--- src/rtl/pwm_pkg.sv ---
// Shared types for the PWM block family.
package pwm_pkg;

   typedef enum logic [1:0] {IDLE, HIGH, LOW} pwm_cap_state_t;

endpackage

--- src/rtl/pwm_edge_sync.sv ---
// Synchroniser for an asynchronous PWM input, plus a rise/fall detector on the synchronised level.
module pwm_edge_sync #(
   parameter int unsigned sync_depth = 2
) (
   input  logic clock,
   input  logic reset_n,
   input  logic pwm_in,
   output logic level,
   output logic rise,
   output logic fall
);

   logic [sync_depth-1:0] sync_q;
   logic                  level_dly_q;

   always_ff @(posedge clock or negedge reset_n) begin
      if (!reset_n) begin
         sync_q      <= '0;
         level_dly_q <= 1'b0;
      end else begin
         sync_q      <= {sync_q[sync_depth-2:0], pwm_in};
         level_dly_q <= sync_q[sync_depth-1];
      end
   end

   assign level = sync_q[sync_depth-1];
   assign rise  = level & ~level_dly_q;
   assign fall  = ~level & level_dly_q;

endmodule

--- src/rtl/pwm_capture.sv ---
// Measures high time and period of an incoming PWM waveform in clock cycles.
// Each completed period is reported with a one-cycle valid pulse.
module pwm_capture
   import pwm_pkg::*;
#(
   parameter int unsigned n_bit      = 10,
   parameter int unsigned sync_depth = 2
) (
   input  logic             clock,
   input  logic             reset_n,
   input  logic             enable,
   input  logic             pwm_in,
   output logic [n_bit-1:0] high_count,
   output logic [n_bit-1:0] period_count,
   output logic             valid,
   output logic             overflow
);

   localparam logic [n_bit-1:0] cnt_max = '1;
   localparam logic [n_bit-1:0] cnt_one = {{(n_bit-1){1'b0}}, 1'b1};

   pwm_cap_state_t   state_q, state_d;
   logic [n_bit-1:0] hcnt_q, hcnt_d, pcnt_q, pcnt_d;
   logic [n_bit-1:0] high_count_q, period_count_q;
   logic             valid_q, overflow_q;
   logic             publish, saturate;
   logic             pwm_s, rise, fall;
   logic             unused_level;

   pwm_edge_sync #(
      .sync_depth (sync_depth)
   ) u_edge_sync (
      .clock   (clock),
      .reset_n (reset_n),
      .pwm_in  (pwm_in),
      .level   (pwm_s),
      .rise    (rise),
      .fall    (fall)
   );

   assign unused_level = pwm_s;

   // State, counters and output registers.
   always_ff @(posedge clock or negedge reset_n) begin
      if (!reset_n) begin
         state_q        <= IDLE;
         hcnt_q         <= '0;
         pcnt_q         <= '0;
         high_count_q   <= '0;
         period_count_q <= '0;
         valid_q        <= 1'b0;
         overflow_q     <= 1'b0;
      end else begin
         state_q    <= state_d;
         hcnt_q     <= hcnt_d;
         pcnt_q     <= pcnt_d;
         valid_q    <= publish;
         overflow_q <= saturate;
         if (publish) begin
            high_count_q   <= hcnt_q;
            period_count_q <= pcnt_q;
         end
      end
   end

   // Next state and counters; a rise in LOW takes priority over saturation.
   always_comb begin
      state_d = state_q;
      hcnt_d  = hcnt_q;
      pcnt_d  = pcnt_q;
      if (!enable) begin
         state_d = IDLE;
         hcnt_d  = '0;
         pcnt_d  = '0;
      end else begin
         case (state_q)
            IDLE: begin
               if (rise) begin
                  state_d = HIGH;
                  hcnt_d  = cnt_one;
                  pcnt_d  = cnt_one;
               end
            end
            HIGH: begin
               if (saturate) begin
                  state_d = IDLE;
               end else if (fall) begin
                  state_d = LOW;
                  pcnt_d  = pcnt_q + cnt_one;
               end else begin
                  hcnt_d = hcnt_q + cnt_one;
                  pcnt_d = pcnt_q + cnt_one;
               end
            end
            LOW: begin
               if (rise) begin
                  state_d = HIGH;
                  hcnt_d  = cnt_one;
                  pcnt_d  = cnt_one;
               end else if (saturate) begin
                  state_d = IDLE;
               end else begin
                  pcnt_d = pcnt_q + cnt_one;
               end
            end
            default: state_d = IDLE;
         endcase
      end
   end

   // Publish/drop decisions, registered into valid/overflow.
   always_comb begin
      publish  = 1'b0;
      saturate = 1'b0;
      if (enable) begin
         publish  = (state_q == LOW) && rise;
         saturate = ((state_q == HIGH) || (state_q == LOW)) && (pcnt_q == cnt_max) && !rise;
      end
   end

   assign high_count   = high_count_q;
   assign period_count = period_count_q;
   assign valid        = valid_q;
   assign overflow     = overflow_q;

endmodule

--- config.mk ---
export PLATFORM = sky130hd
export DESIGN_NAME = pwm_capture
export DESIGN_NICKNAME = d
export VERILOG_FILES = /design/src/rtl/pwm_pkg.sv /design/src/rtl/pwm_edge_sync.sv /design/src/rtl/pwm_capture.sv
export SDC_FILE = /design/constraint.sdc
export NUM_CORES = 1
export LEC_CHECK = 0
export BUFFER_PORTS_ARGS = -buffer_cell sky130_fd_sc_hd__buf_2
export CORE_ASPECT_RATIO = 1.5
export CORE_UTILIZATION = 40
export DETAILED_ROUTE_END_ITERATION = 16
export GPL_ROUTABILITY_DRIVEN = 0
export GPL_TIMING_DRIVEN = 0
export PLACE_DENSITY_LB_ADDON = 0.25
export SETUP_SLACK_MARGIN = 0.5
export SLEW_MARGIN = 30
export SYNTH_ARGS = -nofsm -noshare
export SYNTH_HDL_FRONTEND = slang
export SYNTH_SLANG_ARGS = --single-unit
--- constraint.sdc ---
create_clock -name clock -period 2.7 [get_ports clock]
set_clock_uncertainty 0.05 [all_clocks]
set_input_delay 0.54 -clock clock [delete_from_list [all_inputs] [get_ports clock]]
set_output_delay 0.54 -clock clock [all_outputs]
set_load 0.05 [all_outputs]
======== After elaboration in Yosys (flattened, before gate mapping) ========
Index checks and enable logic that the tools add are counted.
word-level totals
  input port bits ......................... 4
  output and inout port bits .............. 22
  word-level logic and storage cells ...... 54
  bits in registers ....................... 47
cells by class
  reductions and logical operators ........ 10
  bitwise logic cells ..................... 4
  $add $sub $neg .......................... 2
  muxes and demuxes ....................... 18
  equal/unequal tests ..................... 11
operator list
  kind                   count
  $mux 10                7
  $pmux 10 s3            1
  $add 10x1->10 const B  2
  $pmux 10 s2            1
  $mux 2                 6
  $eq 10x10->1 const B   1
  $ne 3x3->1 const B     3
  $ne 4x4->1 const B     2
  $ne 3x2->1 const B     2
  $pmux 2 s3             1
  $ne 4x1->1 const B     1
  $reduce_and 4->1       1
  $logic_and 1x1->1      3
  $reduce_and 3->1       1
  $and 1x1->1            2
  $eq 2x1->1 const B     1
  $eq 2x2->1 const B     1
  $logic_not 2->1        1
  $mux 1                 2
  $not 1->1              2
  $reduce_and 2->1       1
  $reduce_or 2->1        1
  $logic_not 1->1        1
  $logic_or 1x1->1       1

======== Depth between registers and ports, before layout ========
Gate-level depths: netlist of the first run.
  word-level depth ........................ 9
  gate-level depth with buffers ........... 8
  gate-level depth less buffers ........... 7

======== Hierarchy ========
From an unflattened synthesis of the first run, not the netlist that was laid out.
unflattened totals
  cells, all modules ...................... 214
  area, all modules ....................... 2328.5 um2
modules (own cells, without submodules)
  module         instances  seq. area each (um2)  area an instance (um2)  cells an instance
  pwm_capture    1          1101.1                2238.4                  209
  pwm_edge_sync  1          75.1                  90.1                    5

======== Worst setup path before layout of the first run ========
Ideal clock, no wire load.
  path type ............................... flip-flop to flip-flop
  start ................................... register state_q[0]
  end ..................................... register hcnt_q[4]
  path slack .............................. 0.646 ns
  path buffers ............................ 1
  cell stages (with the launch flop) ...... 9
  library setup time ...................... 0.135 ns
  data required time ...................... 2.515 ns
  period minus slack after synthesis ...... 2.054 ns
  data arrival time ....................... 1.870 ns
  cell sequence ........................... dfrtp_1 inv_1 ha_1 and2_1 and2_1 a22oi_1 clkbuf_1 o21ai_0 o2bb2ai_1
between the ends
  cells in the longest elaborated chain, start to end .. 7
  elaborated cells between the ends (all ways) .. 15
  classes of those cells .................. eq/ne: 6; mux: 3; reduce/logical: 6
ends and longest elaborated chain
  element                                   line                                   RTL
  start, declared                           pwm_capture.sv:22                      pwm_cap_state_t state_q, state_d;
  start signal, assigned                    pwm_capture.sv:54                      state_q <= state_d;
  $eq 2x1->1 or $eq 2x2->1 (tied branches)  pwm_capture.sv:76, pwm_capture.sv:117
  $logic_or 1x1->1                          pwm_capture.sv:117                     saturate = ((state_q == HIGH) || (state_q == LOW)) && (pcnt_q == cnt_max) && !rise;
  $logic_and 1x1->1 (2 in series)           pwm_capture.sv:117
  $mux 1                                    pwm_capture.sv:115                     if (enable) begin
  $ne 3x3->1 (no source line)               -
  $reduce_and 4->1 (no source line)         -
  end signal, assigned                      pwm_capture.sv:55                      hcnt_q <= hcnt_d;
  end, declared                             pwm_capture.sv:23                      logic [n_bit-1:0] hcnt_q, hcnt_d, pcnt_q, pcnt_d;
Parallel ways exist; a longest one is shown, timed or not.
A chain may end at the register's enable or synchronous reset.

======== Final worst setup path of the first run ========
  start ................................... register state_q[0]
  end ..................................... register hcnt_q[6]
The elaborated chain is that of the path after synthesis.

==> flow_metrics.env, run 1 <==
export IMPL_final_cell_mix="dfrtp_1, buf_2, nand2_1, mux2_2, o21ai_0"
export IMPL_async_flop_share_pct=100
export IMPL_reg2reg_to="hcnt_q[6]$_DFFE_PN0P_"
export IMPL_numCtsBuffers=5
export IMPL_crit_fanout=5
export IMPL_grt_util_all_layers_pct=18.5
export IMPL_final_common_cell="dfrtp_1"
export IMPL_fin_crit_ps=2150
export IMPL_rows=34
export IMPL_stdcell_area_sq_um=2810
export IMPL_sequentialPowerShare_pct=40.8
export IMPL_vias=1964
export IMPL_drc=0
export IMPL_yosysSeqAreaShare_pct=49.6
export IMPL_p_switching_uw=679
export IMPL_ys_ff_latch=47
export IMPL_antenna_found_initial=0
export IMPL_critPathCaptureType="flop"
export IMPL_required_ps=2830
export IMPL_root_buffer="clkbuf_8"
export IMPL_p_leak_nw=1.32
export IMPL_syn_nets=242
export IMPL_total_power_mw=1.96
export IMPL_port_buffers=24
export IMPL_slew_headroom_pct=60.7
export IMPL_finalSetupViolCount=0
export IMPL_drt_wl_total_um=5280
export IMPL_cts_tree="built"
export IMPL_synth_cells=232
export IMPL_rsz0062_at_grt="yes"
export IMPL_io_pin_count=26
export IMPL_routedWlPerCell_um=15.3
export IMPL_regArea_sq_um=1180
export IMPL_synth_edf_count=0
export IMPL_place_area_sq_um=2580
export IMPL_drv_slew=0
export IMPL_internal_power_mw=1.28
export IMPL_fp_dieW_um=64.8
export IMPL_clk_latency_ps=300
export IMPL_fill_cells=562
export IMPL_htree_levels=2
export IMPL_die_area_sq_um=6240
export IMPL_die_h_um=96.3
export IMPL_power_frac_comb_pct=31.8
export IMPL_outcome="complete, no violations"
export IMPL_grt_overflow=0
export IMPL_antennaDiodeCount=0
export IMPL_critPathArrivalTime_ps=2280
export IMPL_r2r_start="state_q[0]$_DFFE_PN0P_"
export IMPL_fmax_ghz=0.465
export IMPL_drtIter0Drc=89
export IMPL_routed_via_density=5.71
export IMPL_area_growth_pct=18.6
export IMPL_coreArea_sq_um=5740
export IMPL_finalSetupTns_ps=0
export IMPL_grt_pass1_wl_um=8770
export IMPL_ff2ff_setup_slack_ps=550
export IMPL_ant_nets=0
export IMPL_worst_pin_slew_ps=589
export IMPL_finalCritPeriodShare_pct=79.7
export IMPL_peakVddDrop_uv=266
export IMPL_drive_above_1_share_pct=29.4
export IMPL_start_util_pct=41.3
export IMPL_clkSinkCount=47
export IMPL_syn_area_per_cell_sq_um=10.2
export IMPL_cts_buffer_depth=2
export IMPL_grt_pass1_vias=1779
export IMPL_grt_max_degree=48
export IMPL_synth_flop_cell="dfrtp_1"
export IMPL_hold_path_class="input port to asynchronous set/reset pin"
export IMPL_p_per_area_nw_per_um2=695
export IMPL_multi_input_area_sq_um=1180
export IMPL_dp_hpwl_um=3670
export IMPL_path_class="flop to flop"
export IMPL_netlist_area_sq_um=2370
export IMPL_p_clk_share_pct=27.3
export IMPL_ys_warn_count=0
export IMPL_rr_worst_depth=8
export IMPL_maxCapViolations=0
export IMPL_startpoint_type="flop"
export IMPL_clk_pin_slew_ps=100
export IMPL_swShare_pct=34.7
export IMPL_final_hold_viol_count=0
export IMPL_synth_distinct_cells=40
export IMPL_fin_nets=281
export IMPL_dr_pass1_iters=5
[per-stage QoR]
stage	instances	util [%]	hold slack (ps)	setup WS, ps
finish	344	49.0	185	548
floorplan	232	-	194	646
global route	344	49.0	227	444
CTS	338	47.6	203	492
detailed placement	328	45.0	287	260
global placement	328	44.9	282	280
[power by group through the flow]
stage | logic, mW | registers (mW) | clock network [mW]
3_5_place_dp | 0.519 | 0.814 | 0
3_3_place_gp | 0.510 | 0.812 | 0
6_report | 0.622 | 0.799 | 0.534
5_1_grt | 0.696 | 0.805 | 0.588
2_1_floorplan | 0.349 | 0.849 | 0
4_1_cts | 0.553 | 0.801 | 0.557
[state kept, by name (all words and copies together) (netlist names)]
register	count
hcnt_q	10
high_count	10
pcnt_q	10
period_count	10
state_q	2
u_edge_sync.sync_q	2
overflow	1
u_edge_sync.level_dly_q	1
valid	1
[synthesized netlist by cell type, types with 8 or more instances]
cell | count | area, sq um
o2bb2ai_1 | 8 | 70.1
nor2_1 | 10 | 37.5
a21oi_1 | 11 | 55.1
mux2_2 | 20 | 225
nand3_1 | 9 | 45.0
o21ai_0 | 17 | 85.1
dfrtp_1 | 47 | 1180
nand2_1 | 25 | 93.8
[logic make-up after synthesis]
family | Yosys count | synth area share, %
simple gates | 79 | 17.4
compound gates | 62 | 16.5
fa+ha+maj | 6 | 3.17
buf+inv | 15 | 2.59
flops | 47 | 49.6
mux | 23 | 10.8
[how the worst max path moves through the flow]
stage                      startpoint               endpoint  slack, ps  cells after the start
2_1_floorplan  state_q[0]$_DFFE_PN0P_  hcnt_q[4]$_DFFE_PN0P_        650                      8
3_3_place_gp   state_q[0]$_DFFE_PN0P_  hcnt_q[4]$_DFFE_PN0P_        280                      8
3_5_place_dp   state_q[0]$_DFFE_PN0P_  hcnt_q[6]$_DFFE_PN0P_        260                      8
4_1_cts        state_q[0]$_DFFE_PN0P_  hcnt_q[6]$_DFFE_PN0P_        490                      8
5_1_grt        state_q[0]$_DFFE_PN0P_  hcnt_q[6]$_DFFE_PN0P_        440                      8
6_report       state_q[0]$_DFFE_PN0P_  hcnt_q[6]$_DFFE_PN0P_        550                      8
[routing by layer]
layer,global-route usage (%),up-vias,routed length (um)
li1,-,933,-
met1,21.5,965,2150
met2,33.1,58,2830
met3,3.55,8,205
met4,7.22,0,99
met5,0,-,0
[area by class of cell]
class	count	share of cell area (%)
multi-input cells	170	41.9
well taps	72	3.20
repair buffers	32	6.50
flip-flops and latches	47	41.9
clock inverters	3	1.69
clock buffers	5	2.45
inverters	6	0.801
plain buffers	9	1.56
[worst max-delay path, stage by stage (launching register included)]
cell	delay (ps)
dfrtp_2	410
inv_1	90
ha_1	360
and2_1	210
and2_1	190
a22oi_2	280
buf_4	190
o21ai_0	100
o2bb2ai_1	150
[repair_timing]
item	CTS	global route
hold endpoints to repair	0	0
hold buffers	0	0
pin swaps	0	1
buffers inserted	1	6
gates resized for setup	8	10
cloned	1	0
endpoints found under the setup margin	25	33
(Power assumes the default switching activity.)
==> run 2, diff against run 1 <==
--- a/config.mk
+++ b/config.mk
@@ -5,6 +5,7 @@
 export SDC_FILE = /design/constraint.sdc
 export NUM_CORES = 1
 export LEC_CHECK = 0
+export ABC_AREA = 1
 export BUFFER_PORTS_ARGS = -buffer_cell sky130_fd_sc_hd__buf_2
 export CORE_ASPECT_RATIO = 1.5
 export CORE_UTILIZATION = 40
==> constraint.sdc (replaced) <==
create_clock -name clock -period 2.1 [get_ports clock]
set_clock_uncertainty 0.05 [all_clocks]
set_input_delay 0.42 -clock clock [delete_from_list [all_inputs] [get_ports clock]]
set_output_delay 0.42 -clock clock [all_outputs]
set_load 0.05 [all_outputs]
==> flow_metrics.env, run 2 <==
export IMPL_outcome="complete, no violations"
export IMPL_required_ps=2260
export IMPL_fmax_ghz=0.590
export IMPL_fill_cells=557
export IMPL_final_common_cell="nand2_1"
export IMPL_slew_headroom_pct=60.4
export IMPL_drive_above_1_share_pct=32.6
export IMPL_path_class="flop to flop"
export IMPL_antennaDiodeCount=0
export IMPL_final_hold_viol_count=0
export IMPL_critPathCaptureType="flop"
export IMPL_met2_usage_pct=35.4
export IMPL_peakVddDrop_uv=779
export IMPL_io_pin_count=26
export IMPL_dr_pass1_iters=4
export IMPL_root_buffer="clkbuf_8"
export IMPL_fin_crit_ps=1700
export IMPL_synth_cells=275
export IMPL_numCtsBuffers=5
export IMPL_synth_edf_count=0
export IMPL_hold_path_class="input port to asynchronous set/reset pin"
export IMPL_finalCritPeriodShare_pct=80.7
export IMPL_area_growth_pct=28.1
export IMPL_synth_distinct_cells=29
export IMPL_ys_ff_latch=47
export IMPL_yosysSeqAreaShare_pct=49.3
export IMPL_synth_top_area_cell="dfrtp_1"
export IMPL_timing_hold_ws_ps=64.7
export IMPL_drv_slew=0
export IMPL_grt_overflow=0
export IMPL_yosysMostFrequentCell="nand2_1"
export IMPL_finalSetupViolCount=0
export IMPL_clk_pin_slew_ps=90
export IMPL_clkSinkCount=47
export IMPL_worst_pin_slew_ps=595
export IMPL_critPathArrivalTime_ps=1850
export IMPL_routed_via_density=4.97
export IMPL_fin_nets=340
export IMPL_antenna_found_initial=0
export IMPL_cts_buffer_depth=2
export IMPL_grt_pass1_vias=1999
export IMPL_routedWlPerCell_um=14.0
export IMPL_rsz0062_at_grt="yes"
export IMPL_p_per_area_nw_per_um2=1250
export IMPL_ys_warn_count=0
export IMPL_use_met3_pct=3.40
export IMPL_dp_hpwl_um=3550
export IMPL_synthTopCellsByCount="nand2_1, dfrtp_1, inv_1"
export IMPL_ant_nets=0
export IMPL_grt_util_all_layers_pct=18.6
export IMPL_netlist_area_sq_um=2390
export IMPL_rows=34
export IMPL_die_area_sq_um=6280
export IMPL_cts_tree="built"
export IMPL_htree_levels=2
export IMPL_synth_area_leaders="dfrtp_1, nand2_1, o21ai_0, inv_1, o21ai_2"
export IMPL_synth_flop_cell="dfrtp_1"
export IMPL_async_flop_share_pct=100
export IMPL_syn_nets=285
export IMPL_use_met1_pct=19.4
export IMPL_coreArea_sq_um=5790
export IMPL_fp_dieW_um=65.1
export IMPL_grt_max_degree=48
export IMPL_finalSetupTns_ps=0
export IMPL_drt_wl_total_um=5650
export IMPL_die_h_um=96.6
export IMPL_maxCapViolations=0
export IMPL_start_util_pct=41.2
export IMPL_final_cell_mix="nand2_1, dfrtp_1, inv_1, buf_2, o21ai_0"
export IMPL_port_buffers=24
export IMPL_startpoint_type="flop"
export IMPL_vias=2003
export IMPL_syn_area_per_cell_sq_um=8.68
export IMPL_p_leak_nw=1.40
export IMPL_clk_latency_ps=310
export IMPL_grt_pass1_wl_um=8940
export IMPL_synth_top_area_share_pct=49.3
export IMPL_crit_fanout=6
export IMPL_drc=0
export IMPL_place_area_sq_um=2620
export IMPL_busiest_layer="met2"
export IMPL_drtIter0Drc=121
export IMPL_stdcell_area_sq_um=3060
run 2: final timing paths:
check,start,endpoint,slack (ps),cells past startpoint
max,state_q[1]$_DFFE_PN0P_,hcnt_q[0]$_DFFE_PN0P_,400,10
min,reset_n,hcnt_q[2]$_DFFE_PN0P_,60,1
max reg2reg,state_q[1]$_DFFE_PN0P_,hcnt_q[0]$_DFFE_PN0P_,400,10
min reg2reg,u_edge_sync.sync_q[0]$_DFF_PN0_,u_edge_sync.sync_q[1]$_DFF_PN0_,300,0
max in group asynchronous,reset_n,state_q[0]$_DFFE_PN0P_,1510,1
min in group clock,pwm_in,u_edge_sync.sync_q[0]$_DFF_PN0_,170,1
run 2: timing repair:
item / in CTS / in global routing
resized for setup: 32 / 21
hold buffers: 0 / 0
endpoints found under the setup margin: 42 / 42
pin swaps: 10 / 9
gates cloned: 2 / 0
setup buffers: 15 / 7
run 2: metal layers:
metal / routed length (um) / vias up
li1: - / 1006
met1: 2350 / 953
met2: 3050 / 31
met3: 114 / 13
met4: 133 / 0
met5: 0 / -
run 2: cells by family after synthesis:
kind of cell,Yosys count,synth area share (%)
simple gates,120,23.9
buf+inv,41,7.18
fa+ha+maj,6,3.15
xor+xnor,6,2.20
flops,47,49.3
compound gates,55,14.3
run 2: power by group:
group | switching (mW) | leakage (nW) | internal, mW
Clock | 0.316 | 0.0505 | 0.300
Combinational | 1.32 | 0.733 | 0.628
Sequential | 0.135 | 0.615 | 1.13
Total | 1.77 | 1.40 | 2.05
run 2: critical path, cell delays in order, from the launching register on:
cell	delay, ps
dfrtp_1	400
inv_2	80
ha_4	280
nand3_2	100
nor2_4	170
o21ai_2	70
nand2_2	90
nand2_4	110
buf_12	160
nand2_4	50
o21ai_2	40
run 2: cell type report:
type,count,area (sq um),area share [%]
flip-flops and latches,47,1180,38.5
multi-input cells,188,1150,37.8
repair buffers,47,334,10.9
inverters,35,136,4.46
clock buffers,7,96.3,3.15
well taps,72,90.1,2.95
plain buffers,6,58.8,1.92
clock inverters,1,7.51,0.246
run 2: through the flow:
step / total power [mW] / util [%] / setup WS, ps / cells
finish: 3.82 / 52.8 / 405 / 403
floorplan: 2.50 / - / 503 / 275
global placement: 2.85 / 45.2 / 126 / 371
detailed placement: 2.87 / 45.2 / 117 / 371
global route: 4.03 / 52.8 / 309 / 403
CTS: 3.74 / 51.3 / 444 / 396
==> run 3, diff against run 2 <==
==> constraint.sdc (replaced) <==
create_clock -name clock -period 1.65 [get_ports clock]
set_clock_uncertainty 0.05 [all_clocks]
set_input_delay 0.33 -clock clock [delete_from_list [all_inputs] [get_ports clock]]
set_output_delay 0.33 -clock clock [all_outputs]
set_load 0.05 [all_outputs]
==> flow_metrics.env, run 3 (same netlist as run 2, synthesis figures left out) <==
export IMPL_outcome="finished, violations left"
export IMPL_violations="hold timing, setup timing"
export IMPL_root_buffer="clkbuf_8"
export IMPL_start_util_pct=41.2
export IMPL_path_cells="buf_4 -> buf_4 -> clkinvlp_4 -> nor4_4 -> nand3_1 -> nor2_1 -> o22ai_2"
export IMPL_dr_pass1_iters=4
export IMPL_die_area_sq_um=6280
export IMPL_final_cell_mix="dfrtp_1, nand2_1, buf_6, buf_4, inv_1"
export IMPL_fin_crit_ps=1730
export IMPL_fin_nets=358
export IMPL_cp_num_buf_inv=3
export IMPL_grt_pass1_vias=2124
export IMPL_cts_hold_buf=0
export IMPL_antenna_found_initial=0
export IMPL_ant_nets=0
export IMPL_p_per_area_nw_per_um2=1610
export IMPL_maxCapViolations=0
export IMPL_clkSinkCount=47
export IMPL_grt_util_all_layers_pct=20.7
export IMPL_path_class="flop to flop"
export IMPL_cpPeakStageDelay_ps=430
export IMPL_critPathArrivalTime_ps=1860
export IMPL_routed_via_density=5.11
export IMPL_route_met2_wl_um=3400
export IMPL_die_h_um=96.6
export IMPL_finalSetupViolCount=12
export IMPL_drv_slew=0
export IMPL_crit_family="simple AND/OR/NAND/NOR gates"
export IMPL_area_growth_pct=49.8
export IMPL_place_area_sq_um=2640
export IMPL_wirelength_met1_um=2430
export IMPL_drc=0
export IMPL_final_util_pct=61.8
export IMPL_grt_pass1_wl_um=9740
export IMPL_fmax_ghz=0.579
export IMPL_cp_depth=7
export IMPL_drtIter0Drc=123
export IMPL_drive_above_1_share_pct=46.6
export IMPL_stdcell_area_sq_um=3570
export IMPL_drt_wl_total_um=6160
export IMPL_dr_wl_met3_um=161
export IMPL_dp_hpwl_um=3600
export IMPL_htree_levels=2
export IMPL_highest_layer="met4"
export IMPL_p_leak_nw=1.59
export IMPL_grt_max_degree=48
export IMPL_crit_slowest_cell="dfrtp_1"
export IMPL_required_ps=1790
export IMPL_grt_overflow=0
export IMPL_crit_fanout=4
export IMPL_io_pin_count=26
export IMPL_timing_hold_ws_ps=-32.3
export IMPL_cts_tree="built"
export IMPL_ff2ff_setup_slack_ps=-80
export IMPL_clk_pin_slew_ps=90
export IMPL_finalCritPeriodShare_pct=105
export IMPL_slew_headroom_pct=59.8
export IMPL_final_hold_viol_count=30
export IMPL_final_common_cell="dfrtp_1"
export IMPL_port_buffers=24
export IMPL_rsz0062_at_grt="yes"
export IMPL_hold_path_class="input port to asynchronous set/reset pin"
export IMPL_worst_slack_ps=-75.9
export IMPL_routedWlPerCell_um=14.7
export IMPL_fp_dieW_um=65.1
export IMPL_worst_pin_slew_ps=603
export IMPL_clk_latency_ps=310
export IMPL_startpoint_type="flop"
export IMPL_antennaDiodeCount=0
export IMPL_r2r_start="pcnt_q[0]$_DFFE_PN0P_"
export IMPL_cpMostUsedCell="buf_4"
export IMPL_numCtsBuffers=5
export IMPL_reg2reg_to="pcnt_q[9]$_DFFE_PN0P_"
export IMPL_peakVddDrop_uv=1020
export IMPL_rows=34
export IMPL_coreArea_sq_um=5790
export IMPL_critPathCaptureType="flop"
export IMPL_cts_buffer_depth=2
export IMPL_finalSetupTns_ps=-312
export IMPL_rr_worst_depth=7
export IMPL_vias=2147
## run 3: cell types whose count changed in the layout (fill, tap and decap cells not counted), moves of 4 or more
cell     before  now
buf_2        24    1
buf_4        19   29
buf_6         6   33
buf_8         0    5
nand2_1      59   34
nand2_2       6   26
nand2_4       4    8
o21ai_0      21    3
o21ai_1      10   22
o21ai_2      10   16
## run 3: report_power, final
part / switching, mW / internal, mW
clock network: 0.385 / 0.445
logic: 1.85 / 1.38
registers: 0.254 / 1.44
total: 2.48 / 3.26
## run 3: layout make-up
cell class,instances,area (sq um)
Multi-Input combinational cell,188,1310
Clock inverter,1,30.0
Clock buffer,6,72.6
Sequential cell,47,1180
Fill cell,481,2210
Buffer,6,101
Tap cell,72,90.1
Timing Repair Buffer,65,641
Inverter,35,148
## run 3: repair_timing
item | in CTS | in global routing
cloned | 4 | 0
pin swaps | 25 | 11
setup buffers | 30 | 8
endpoints found under the setup margin | 66 | 66
gates resized for setup | 133 | 38
## run 3: through the flow
stage                     hold slack (ps)  worst slack, ps  power (mW)  std cells
final                               -32.3            -75.9        5.75        420
after global routing                 27.2             -147        6.04        420
after CTS                            2.54            -3.75        5.53        412
after detailed placement              285             -241        3.68        371
after global placement                285             -206        3.65        371
after floorplan                     -15.6             55.2        3.20        275
## run 3: layer usage
metal | vias to the layer above | GRT usage, %
li1 | 1047 | -
met1 | 1047 | 22.9
met5 | - | 0
met4 | 0 | 9.42
met2 | 37 | 38.4
met3 | 16 | 3.40
## run 3: worst max path at each step
stage                                 startpoint                         to  slack (ps)
final                      pcnt_q[0]$_DFFE_PN0P_      pcnt_q[9]$_DFFE_PN0P_         -80
after global routing       pcnt_q[0]$_DFFE_PN0P_      pcnt_q[0]$_DFFE_PN0P_        -150
after CTS                  pcnt_q[0]$_DFFE_PN0P_      hcnt_q[9]$_DFFE_PN0P_          -4
after detailed placement  state_q[0]$_DFFE_PN0P_  high_count[6]$_DFFE_PN0P_        -240
after global placement    state_q[0]$_DFFE_PN0P_      pcnt_q[1]$_DFFE_PN0P_        -210
after floorplan            pcnt_q[0]$_DFFE_PN0P_      hcnt_q[0]$_DFFE_PN0P_          60
